==> src/rtl/mips_pkg.sv <==
// Shared MIPS core definitions: datapath widths, instruction field positions
// and the fetch-stage state encoding.
package mips_pkg;

   localparam int XLEN      = 32;
   localparam int INSTR_W   = 32;
   localparam int OP_MSB    = 31;
   localparam int OP_LSB    = 26;
   localparam int FUNCT_MSB = 5;
   localparam int IMM_W     = 16;
   localparam int JIDX_W    = 26;

   typedef enum logic [1:0] {
      RST   = 2'd0,
      FETCH = 2'd1,
      VALID = 2'd2
   } fetch_state_t;

endpackage

==> src/rtl/pc_next_logic.sv <==
// Combinational next-PC selection: sequential, PC-relative branch or
// pseudo-direct jump, with jump taking priority over branch.
module pc_next_logic
   import mips_pkg::*;
(
   input  logic [XLEN-1:0]   i_pc,
   input  logic [JIDX_W-1:0] i_jidx,
   input  logic              i_pc_src,
   input  logic              i_jump,
   output logic [XLEN-1:0]   o_pc_plus4,
   output logic [XLEN-1:0]   o_next_pc
);

   logic [XLEN-1:0] w_br_off;
   logic [XLEN-1:0] w_br_target;
   logic [XLEN-1:0] w_j_target;

   assign o_pc_plus4 = i_pc + XLEN'(4);

   // The branch immediate is the low half of the jump index field.
   assign w_br_off    = {{(XLEN-IMM_W-2){i_jidx[IMM_W-1]}}, i_jidx[IMM_W-1:0], 2'b00};
   assign w_br_target = o_pc_plus4 + w_br_off;
   assign w_j_target  = {o_pc_plus4[XLEN-1:JIDX_W+2], i_jidx, 2'b00};

   assign o_next_pc = i_jump   ? w_j_target  :
                      i_pc_src ? w_br_target :
                                 o_pc_plus4;

endmodule

==> src/rtl/fetch_unit.sv <==
// Instruction-fetch stage: holds the PC, fetches one word per req/ready
// handshake, presents it to the controller and advances the PC on retire.
module fetch_unit
   import mips_pkg::*;
#(
   parameter logic [XLEN-1:0] RESET_PC = 32'h0000_0000,
   parameter int              CNT_W    = 32
)(
   input  logic               clk,
   input  logic               reset_n,
   output logic               imem_req,
   output logic [XLEN-1:0]    imem_addr,
   input  logic               imem_ready,
   input  logic [INSTR_W-1:0] imem_rdata,
   output logic               instr_valid,
   input  logic               instr_ack,
   output logic [INSTR_W-1:0] instr,
   output logic [5:0]         instruc,
   output logic [5:0]         funct,
   input  logic               pc_src,
   input  logic               jump,
   output logic [XLEN-1:0]    pc,
   output logic [XLEN-1:0]    pc_plus4,
   output logic [CNT_W-1:0]   retired_cnt
);

   fetch_state_t       r_state;
   fetch_state_t       w_state_nxt;
   logic [XLEN-1:0]    r_pc;
   logic [INSTR_W-1:0] r_instr;
   logic [CNT_W-1:0]   r_retired_cnt;
   logic               w_capture;
   logic               w_retire;
   logic [XLEN-1:0]    w_next_pc;

   // NOTE: sequential state uses non-blocking assignments so every register
   // samples the pre-edge values, independent of block ordering.
   always_ff @(posedge clk or negedge reset_n) begin
      if (!reset_n) r_state <= RST;
      else          r_state <= w_state_nxt;
   end

   // NOTE: every output of this block gets a default first, so no path can
   // leave a value unassigned and infer a latch.
   always_comb begin
      w_state_nxt = r_state;
      w_capture   = 1'b0;
      w_retire    = 1'b0;
      unique case (r_state)
         RST:   w_state_nxt = FETCH;
         FETCH: begin
            if (imem_ready) begin
               w_capture   = 1'b1;
               w_state_nxt = VALID;
            end
         end
         VALID: begin
            if (instr_ack) begin
               w_retire    = 1'b1;
               w_state_nxt = FETCH;
            end
         end
         default: w_state_nxt = RST;
      endcase
   end

   always_ff @(posedge clk or negedge reset_n) begin
      if (!reset_n) begin
         r_pc          <= RESET_PC;
         r_instr       <= '0;
         r_retired_cnt <= '0;
      end else begin
         if (w_capture) r_instr <= imem_rdata;
         if (w_retire) begin
            r_pc          <= w_next_pc;
            r_retired_cnt <= r_retired_cnt + CNT_W'(1);
         end
      end
   end

   pc_next_logic u_pc_next (
      .i_pc       (r_pc),
      .i_jidx     (r_instr[JIDX_W-1:0]),
      .i_pc_src   (pc_src),
      .i_jump     (jump),
      .o_pc_plus4 (pc_plus4),
      .o_next_pc  (w_next_pc)
   );

   assign imem_req    = (r_state == FETCH);
   assign instr_valid = (r_state == VALID);
   assign imem_addr   = r_pc;
   assign pc          = r_pc;
   assign instr       = r_instr;
   assign instruc     = r_instr[OP_MSB:OP_LSB];
   assign funct       = r_instr[FUNCT_MSB:0];
   assign retired_cnt = r_retired_cnt;

   a_reset_pc_aligned: assert property (@(posedge clk) RESET_PC[1:0] == 2'b00)
      else $error("RESET_PC is not word-aligned");

   a_addr_stable: assert property (@(posedge clk) disable iff (!reset_n)
      (imem_req && !imem_ready) |=> $stable(imem_addr))
      else $error("imem_addr changed while a request was pending");

   a_req_valid_excl: assert property (@(posedge clk) disable iff (!reset_n)
      !(imem_req && instr_valid))
      else $error("imem_req and instr_valid asserted together");

endmodule

==> config.mk <==
export PLATFORM = sky130hd
export DESIGN_NAME = fetch_unit
export DESIGN_NICKNAME = d
export VERILOG_FILES = /design/src/rtl/mips_pkg.sv /design/src/rtl/pc_next_logic.sv /design/src/rtl/fetch_unit.sv
export SDC_FILE = /design/constraint.sdc
export NUM_CORES = 1
export LEC_CHECK = 0
export CAP_MARGIN = 20
export CORE_ASPECT_RATIO = 0.8
export CORE_UTILIZATION = 35
export CTS_BUF_LIST = sky130_fd_sc_hd__clkbuf_8
export CTS_CLUSTER_DIAMETER = 200
export DETAILED_ROUTE_END_ITERATION = 8
export RECOVER_POWER = 50
export SLEW_MARGIN = 20
export SYNTH_ARGS = -nofsm -noshare
export SYNTH_HDL_FRONTEND = slang
export SYNTH_SLANG_ARGS = --single-unit
==> constraint.sdc <==
create_clock -name clk -period 6.93 [get_ports clk]
set_input_delay 1.0395 -clock clk [delete_from_list [all_inputs] [get_ports clk]]
set_output_delay 1.0395 -clock clk [all_outputs]
set_load 0.1 [all_outputs]
==> flow_summary.json, run 1 <==
{
  "drt-vias-per-instance": 5.19,
  "path_max_fanout": 9,
  "critPathCaptureType": "output pin",
  "maxCapViolCount": 2,
  "cp-start-kind": "register",
  "violations": "capacitance limit, slew limit",
  "fill_cells": 1955,
  "die_h_um": 129,
  "worst_pin_slew_ns": 1.67,
  "drt_first_iter_violations": 430,
  "grt_antenna_before_repair": 1,
  "drt_wl_total_um": 21400,
  "place.gp.congestion": 0.901,
  "fp.dieArea_um2": 20900,
  "busiest_layer": "met1",
  "io_buffers": 205,
  "grt_pass1_wl_um": 33400,
  "hold_path.class": "register to register",
  "clock.fmax_mhz": 204,
  "clockRootBuffer": "clkbuf_8",
  "finalCritPeriodShare_pct": 70.9,
  "cp.arrival_ns": 3.87,
  "ys_seq_elements": 96,
  "cts_tree": "yes",
  "async_flop_share_pct": 100,
  "cts-resized-gates": 0,
  "vias": 6246,
  "drt_pass1_iterations": 5,
  "finalSetupViolCount": 0,
  "synthCells": 781,
  "synth_edf_count": 0,
  "finalCriticalPeriod_ns": 4.91,
  "fin_nets": 1009,
  "synth_seq_area_share_pct": 33.8,
  "cts_setup_buffers": 0,
  "worstPathRequired_ns": 5.89,
  "syn_avg_cell_area_um2": 9.10,
  "die_width_um": 161,
  "grt_util_met1_pct": 31.1,
  "place_hpwl_um": 16100,
  "grt_use_met3_pct": 3.65,
  "yosys_most_used_dff": "dfrtp_1",
  "start_util_pct": 35.8,
  "clkSinkCount": 96,
  "grt_use_total_pct": 20.6,
  "clk_pin_slew_ns": 0.12,
  "final_hold_viol_count": 0,
  "fin_tns_setup_ns": 0,
  "ys_warn_count": 0,
  "synth_area_um2": 7110,
  "critPathMaxStageDelay_ns": 1.18,
  "drc_errors": 0,
  "grt_overflow": 0,
  "synth.distinct_cells": 76,
  "cpMaxStageDelayCell": "clkdlybuf4s50_1",
  "worstSkewPairLatency_ns": 0.40,
  "cts-buffers-inserted": 9,
  "slew_violations": 65,
  "rsz0062_at_grt": "no",
  "area_growth_pct": 29.8,
  "crit_type": "register to output pin",
  "fp-row-count": 46,
  "ios": 212,
  "ctsHoldBuffers": 0,
  "skew_ns": 0.0119,
  "max-slew-margin-rel_pct": -11.1,
  "ctsHtreeMaxLevel": 3,
  "wl_per_cell_um": 17.7,
  "cts_max_path_buffers": 2,
  "core_region_area_um2": 19900,
  "first_global_vias": 5892,
  "grt_start_max_net_pins": 70,
  "outcome": "finished, violations left",
  "crit_chain": "ha_1 > nand2_1 > or4_4 > nor2b_4 > nand3_4 > inv_2 > nand3_1 > xnor2_1 > clkdlybuf4s50_1",
  "ant_nets": 0,
  "drive_above_1_share_pct": 8.74,
  "grtUsageMet2_pct": 29.6
}
## cells by family after synthesis
| family | synth area share, % |
|---|---|
| buffers and inverters | 8.27 |
| muxes | 6.95 |
| and+or+nand+nor | 17.4 |
| xor gates and xnor gates | 10.5 |
| adders and majority gates | 6.79 |
| other | 0.0528 |
| AOI/OAI and AO/OA | 16.3 |
| DFF | 33.8 |
## final cells by class
| class | instances | area [µm²] | area share, % |
|---|---|---|---|
| Antenna cell | 1 | 2.50 | 0.0271 |
| Clock buffer | 9 | 124 | 1.34 |
| Clock inverter | 7 | 88.8 | 0.963 |
| Inverter | 14 | 52.6 | 0.569 |
| Multi-Input combinational cell | 598 | 4130 | 44.7 |
| Sequential cell | 96 | 2400 | 26.0 |
| Tap cell | 264 | 330 | 3.58 |
| Timing Repair Buffer | 214 | 2100 | 22.8 |
## final timing paths
kind                                             startpoint                           to  slack (ns)  cells after the start
worst min-delay path            retired_cnt[31]$_DFFE_PN0P_  retired_cnt[31]$_DFFE_PN0P_        0.48                      1
min in group asynchronous                           reset_n        instr[22]$_DFFE_PN0P_        1.04                      1
worst min register to register  retired_cnt[31]$_DFFE_PN0P_  retired_cnt[31]$_DFFE_PN0P_        0.48                      1
max in group asynchronous                           reset_n  retired_cnt[11]$_DFFE_PN0P_        4.18                      2
worst max register to register     imem_addr[2]$_DFFE_PN0P_    imem_addr[31]$_DFFE_PN0P_        2.45                     16
worst max-delay path               imem_addr[2]$_DFFE_PN0P_                 pc_plus4[26]        2.02                      9
## per-stage QoR
| stage | hold slack (ns) | utilization (%) | instance area, µm² | instances | setup WS, ns |
|---|---|---|---|---|---|
| after floorplan | 0.464 | - | 7130 | 786 | 0.538 |
| after global placement | 0.468 | 45.5 | 9040 | 1186 | 2.59 |
| after detailed placement | 0.465 | 45.5 | 9040 | 1186 | 2.47 |
| after CTS | 0.489 | 46.6 | 9250 | 1202 | 1.99 |
| after global routing | 0.513 | 46.5 | 9230 | 1203 | 1.70 |
| final | 0.481 | 46.5 | 9230 | 1203 | 2.02 |
## synthesized netlist by cell type, types with 3 or more instances
library cell  instances  area share (%)
mux2_2               35             5.5
o221ai_1              3            0.37
nand3_1              24             1.7
o21ai_0              43             3.0
nor2_1               60             3.2
o21bai_1              4            0.42
dfrtp_1              96              34
a211oi_1              7            0.74
a31oi_1               5            0.44
xor2_1               29             3.6
nand4_1              16             1.4
or2_2                 3            0.26
and4_1                5            0.62
buf_4                49             5.2
a221oi_1              3            0.37
o31ai_1               5            0.53
o22ai_1               4            0.35
o211ai_1              4            0.42
xnor2_1              54             6.7
nand2b_1              4            0.35
and3_1               10            0.88
buf_6                 5            0.79
and2_1                4            0.35
o21a_1                7            0.74
a21oi_1              58             4.1
clkbuf_1             21             1.1
inv_1                13            0.69
nand2_1              78             4.1
mux2i_1              10             1.4
ha_1                 37             6.5
nor2b_1               6            0.53
nor3_1               10            0.70
a21o_1               16             1.7
## layout by cell type (no fill, tap or decap), types with 6 or more instances in the layout
cell type        synthesis  final
buf_4                   49      6
mux2_2                  35     35
nor2b_1                  6      6
dlygate4sd3_1            0     21
xnor2_1                 54     54
a21oi_1                 58     58
clkbuf_8                 2      9
o21ai_0                 43     43
a211oi_1                 7      7
conb_1                   1      6
and3_1                  10     10
nand3_1                 24     24
nor2_1                  60     60
dfrtp_1                 96     96
nor3_1                  10     10
o21a_1                   7      7
nand4_1                 16     17
mux2i_1                 10     10
nand2_1                 78     78
clkdlybuf4s50_1          0    183
xor2_1                  29     29
ha_1                    37     37
inv_1                   13     13
a21o_1                  16     16
## flip-flops by register name, summed over array words and instances (netlist names)
register / count
instr: 32
retired_cnt: 32
imem_addr: 30
r_state: 2
## critical path, delay by kind of cell (launching register included)
kind                     cells  cell delay [ns]
buffers and inverters        2             1.29
AND/OR/NAND/NOR              5             1.04
flip-flops                   1             0.54
adder cells (fa/ha/maj)      1             0.35
XOR/XNOR                     1             0.26
## metal layers
| layer | share of wire (%) | vias to the layer above | routed length, µm |
|---|---|---|---|
| li1 | - | 3038 | - |
| met5 | 0 | - | 0 |
| met1 | 50 | 2999 | 10700 |
| met2 | 42 | 191 | 9020 |
| met3 | 6.3 | 18 | 1340 |
| met4 | 1.3 | 0 | 281 |
Power of run 1 is left out: the tool's default activity adds up to more than one toggle a clock period on the data nets, which glitch-free logic cannot reach.
==> run 2, diff against run 1 <==
- clock period: 6.93 -> 4.8 ns (I/O delays scaled with it)
==> flow_summary.json, run 2 (synthesis results as in run 1) <==
{
  "outcome": "finished, violations left",
  "violations": "capacitance limit, slew limit",
  "vias": 6256,
  "core_region_area_um2": 19900,
  "fp.dieArea_um2": 20900,
  "skew_ns": 0.0132,
  "grt_pass1_wl_um": 33500,
  "clockRootBuffer": "clkbuf_8",
  "ios": 212,
  "max-slew-margin-rel_pct": -124,
  "cp.arrival_ns": 4.74,
  "place_hpwl_um": 16500,
  "worstSkewPairLatency_ns": 0.40,
  "fin_nets": 1011,
  "ctsHoldBuffers": 0,
  "cpMostUsedCell": "o21ai_1",
  "post-route-util_pct": 47.9,
  "io_buffers": 205,
  "ctsHtreeMaxLevel": 3,
  "critPathCaptureType": "register",
  "drive_above_1_share_pct": 15.1,
  "clk_pin_slew_ns": 0.12,
  "drt_pass1_iterations": 5,
  "drt-vias-per-instance": 5.19,
  "maxCapViolCount": 2,
  "grt_start_max_net_pins": 59,
  "fin_area_um2": 9510,
  "final_hold_viol_count": 0,
  "die_width_um": 161,
  "layout_common_cells": "clkdlybuf4s50_1 (166), nand2_1 (78), dfrtp_1 (78)",
  "first_global_vias": 5754,
  "hold_path_depth": 1,
  "clkSinkCount": 96,
  "worstPathRequired_ns": 5.09,
  "cts_tree": "yes",
  "clock.fmax_mhz": 224,
  "cpMaxStageDelayCell": "or4_4",
  "place.gp.congestion": 0.879,
  "cts_max_path_buffers": 2,
  "hold_path.class": "register to register",
  "cts_setup_buffers": 0,
  "drt-met1-wl_um": 10400,
  "drc_errors": 0,
  "wl_per_cell_um": 18.0,
  "finalSetupViolCount": 0,
  "slew_violations": 59,
  "area_growth_pct": 33.8,
  "drt_first_iter_violations": 422,
  "finalCriticalPeriod_ns": 4.46,
  "start_util_pct": 35.8,
  "grt_overflow": 0,
  "cp_top_family": "simple AND/OR/NAND/NOR gates",
  "drt_wl_total_um": 21700,
  "wl_met3_um": 1550,
  "r2r_start": "imem_addr[2]$_DFFE_PN0P_",
  "rrSetupSlack_ns": 0.34,
  "cp.depth": 16,
  "holdPathEnd": "retired_cnt[31]$_DFFE_PN0P_",
  "finalCritPeriodShare_pct": 92.8,
  "die_h_um": 129,
  "rsz0062_at_grt": "no",
  "crit_chain": "ha_4 > nand2_1 > or4_4 > nor2b_4 > nand3_4 > inv_4 > and2_2 > xor2_4 > ha_1 > a21oi_1 > or4b_1 > a31oi_1 > o21ai_1 > or4_1 > o311ai_1 > o21ai_1",
  "cp_num_buf_inv": 1,
  "path_max_fanout": 9,
  "layout_commonest_cell": "clkdlybuf4s50_1",
  "fp-row-count": 46,
  "crit_type": "register to register",
  "cts-buffers-inserted": 9,
  "route.met2.wl_um": 9620,
  "rr_worst_depth": 16,
  "grt_use_total_pct": 20.8,
  "cts-resized-gates": 0,
  "ant_nets": 0,
  "grt_antenna_before_repair": 2,
  "cp-start-kind": "register",
  "r2r_end": "imem_addr[31]$_DFFE_PN0P_",
  "critPathMaxStageDelay_ns": 0.60,
  "routed.top_layer": "met4",
  "fin_tns_setup_ns": 0,
  "dpl-instance-area_um2": 9330,
  "worst_pin_slew_ns": 3.36,
  "hold_path.startpoint": "retired_cnt[31]$_DFFE_PN0P_"
}
[run 2: cell types whose count changed in the layout (fill, tap and decap cells not counted), moves of 8 or more]
cell / before / now
dfrtp_4: 0 / 8
dfrtp_2: 0 / 10
dfrtp_1: 96 / 78
xnor2_1: 54 / 42
buf_4: 6 / 22
xor2_1: 29 / 18
xor2_2: 0 / 10
clkdlybuf4s50_1: 183 / 166
[run 2: layer usage]
metal | GRT usage (%) | vias up
li1 | - | 3038
met1 | 29.8 | 3014
met2 | 31.3 | 194
met3 | 5.89 | 10
met4 | 3.77 | 0
met5 | 0 | -
[run 2: worst max path at each step]
stage,slack [ns],start,endpoint
5_1_grt,0.09,imem_addr[2]$_DFFE_PN0P_,imem_addr[31]$_DFFE_PN0P_
4_1_cts,0.47,imem_addr[2]$_DFFE_PN0P_,imem_addr[31]$_DFFE_PN0P_
3_3_place_gp,0.62,imem_addr[2]$_DFFE_PN0P_,imem_addr[31]$_DFFE_PN0P_
2_1_floorplan,-0.0001,imem_addr[2]$_DFFE_PN0P_,imem_addr[31]$_DFFE_PN0P_
3_5_place_dp,0.50,imem_addr[2]$_DFFE_PN0P_,imem_addr[31]$_DFFE_PN0P_
6_report,0.34,imem_addr[2]$_DFFE_PN0P_,imem_addr[31]$_DFFE_PN0P_
[run 2: area by class of cell]
cell class / instances / area (µm²)
timing repair buffer: 216 / 2070
tap: 264 / 330
multi-input combinational: 598 / 4390
fill: 1940 / 10300
sequential: 96 / 2440
clock inverter: 7 / 88.8
inverter: 14 / 55.1
antenna: 2 / 5.00
clock buffer: 9 / 124
[run 2: through the flow]
| step | setup WS [ns] | hold WS, ns | instances |
|---|---|---|---|
| finish | 0.343 | 0.486 | 1206 |
| floorplan | -0.000138 | 0.424 | 786 |
| global placement | 0.619 | 0.469 | 1188 |
| CTS | 0.469 | 0.409 | 1204 |
| global route | 0.0909 | 0.507 | 1205 |
| detailed placement | 0.496 | 0.475 | 1188 |
Power of run 2 is left out for the same reason.
==> run 3, diff against run 2 <==
- REMOVE_ABC_BUFFERS: default -> 1
==> flow_summary.json, run 3 (synthesis results as in run 1) <==
{
  "outcome": "finished, violations left",
  "violations": "capacitance limit, slew limit",
  "critPathCaptureType": "register",
  "cp-start-kind": "register",
  "area_growth_pct": 29.5,
  "clockRootBuffer": "clkbuf_8",
  "finalSetupViolCount": 0,
  "cts_max_path_buffers": 2,
  "hold_path_depth": 1,
  "finalCritPeriodShare_pct": 92.3,
  "cts-resized-gates": 0,
  "multiInputGateArea_um2": 4130,
  "fp-row-count": 46,
  "worstPathRequired_ns": 5.08,
  "hold_path.startpoint": "retired_cnt[31]$_DFFE_PN0P_",
  "cpMaxStageDelayCell": "dfrtp_1",
  "slew_violations": 99,
  "fp.dieArea_um2": 20900,
  "path_max_fanout": 9,
  "clk_pin_slew_ns": 0.11,
  "core_region_area_um2": 19900,
  "rsz0062_at_grt": "no",
  "vias": 6317,
  "critPathMaxStageDelay_ns": 0.51,
  "die_h_um": 129,
  "max-slew-margin-rel_pct": -17.5,
  "clock.fmax_mhz": 226,
  "skew_ns": 0.0129,
  "fin_tns_setup_ns": 0,
  "r2r_end": "imem_addr[31]$_DFFE_PN0P_",
  "regArea_um2": 2400,
  "hold_path.class": "register to register",
  "ctsHoldBuffers": 0,
  "grt_use_total_pct": 20.5,
  "cts_tree": "yes",
  "start_util_pct": 35.8,
  "ctsHtreeMaxLevel": 3,
  "wl_per_cell_um": 17.4,
  "rr_worst_depth": 16,
  "hold_ws_ns": 0.466,
  "grt_pass1_wl_um": 33300,
  "grt_overflow": 0,
  "die_width_um": 161,
  "place.gp.congestion": 0.913,
  "drc_errors": 0,
  "maxCapViolCount": 2,
  "fin_nets": 1012,
  "rrSetupSlack_ns": 0.37,
  "dp.cells": 1189,
  "io_buffers": 205,
  "cp.arrival_ns": 4.71,
  "ios": 212,
  "final_hold_viol_count": 0,
  "finalCriticalPeriod_ns": 4.43,
  "crit_chain": "ha_1 > nand2_1 > or4_4 > nor2b_4 > nand3_4 > inv_2 > and2_2 > xor2_1 > ha_1 > a21oi_1 > or4b_1 > a31oi_1 > o21ai_1 > or4_1 > o311ai_1 > o21ai_1",
  "grt_antenna_before_repair": 0,
  "r2r_start": "imem_addr[2]$_DFFE_PN0P_",
  "ant_nets": 0,
  "worst_pin_slew_ns": 1.76,
  "drt_wl_total_um": 21000,
  "drt-vias-per-instance": 5.24,
  "cts-buffers-inserted": 9,
  "worstSkewPairLatency_ns": 0.39,
  "diodes": 0,
  "drive_above_1_share_pct": 11.1,
  "final_cells": 1205,
  "drt_pass1_iterations": 5,
  "clkSinkCount": 96,
  "fill_cells": 2009,
  "cts_setup_buffers": 0,
  "first_global_vias": 5992,
  "holdPathEnd": "retired_cnt[31]$_DFFE_PN0P_",
  "layout_commonest_cell": "clkdlybuf4s50_1",
  "grt_start_max_net_pins": 66,
  "post-route-util_pct": 46.3,
  "layout_common_cells": "clkdlybuf4s50_1 (162), dfrtp_1 (96), nand2_1 (78)",
  "drt_first_iter_violations": 510,
  "crit_type": "register to register",
  "place_hpwl_um": 16200
}
==> run 3: cell types whose count changed in the layout (fill, tap and decap cells not counted), moves of 5 or more <==
cell     previous run  this run
dfrtp_1            78        96
xor2_2             10         0
xnor2_2             8         1
dfrtp_2            10         0
xnor2_1            42        54
dfrtp_4             8         0
xnor2_4             5         0
xor2_1             18        29
==> run 3: cell type report <==
type / instances / share of cell area [%]
Timing Repair Buffer: 217 / 22.6
Clock buffer: 10 / 1.50
Sequential cell: 96 / 26.1
Clock inverter: 6 / 0.789
Tap cell: 264 / 3.59
Inverter: 14 / 0.571
Multi-Input combinational cell: 598 / 44.9
==> run 3: metrics by stage <==
stage | cell area (µm²) | worst slack, ns
after global routing | 9200 | 0.0547
after floorplan | 6590 | -2.26
after CTS | 9230 | 0.387
final | 9200 | 0.367
after global placement | 9020 | 0.586
after detailed placement | 9020 | 0.410
==> run 3: how the worst max path moves through the flow <==
stage,startpoint,endpoint,slack [ns],depth (start not counted)
2_1_floorplan,imem_addr[2]$_DFFE_PN0P_,imem_addr[31]$_DFFE_PN0P_,-2.26,16
3_3_place_gp,imem_addr[2]$_DFFE_PN0P_,imem_addr[31]$_DFFE_PN0P_,0.59,16
3_5_place_dp,imem_addr[2]$_DFFE_PN0P_,imem_addr[31]$_DFFE_PN0P_,0.41,16
4_1_cts,imem_addr[2]$_DFFE_PN0P_,imem_addr[31]$_DFFE_PN0P_,0.39,16
5_1_grt,imem_addr[5]$_DFFE_PN0P_,imem_addr[31]$_DFFE_PN0P_,0.05,16
6_report,imem_addr[2]$_DFFE_PN0P_,imem_addr[31]$_DFFE_PN0P_,0.37,16
==> run 3: worst max-delay path: cells and delay by family (launching register included) <==
| kind | cells | cell delay, ns |
|---|---|---|
| xor gates and xnor gates | 1 | 0.24 |
| adders and majority gates | 2 | 0.67 |
| AOI/OAI and AO/OA | 5 | 0.81 |
| buffers and inverters | 1 | 0.12 |
| DFF | 1 | 0.51 |
| and+or+nand+nor | 7 | 1.96 |
==> run 3: layer usage <==
layer	global-route usage (%)	vias to the layer above	wire (µm)
met5	0	-	0
met1	29.7	3048	10100
met4	5.33	0	282
met3	5.28	19	1680
li1	-	3032	-
met2	29.9	218	8910
Power of run 3 is left out for the same reason.
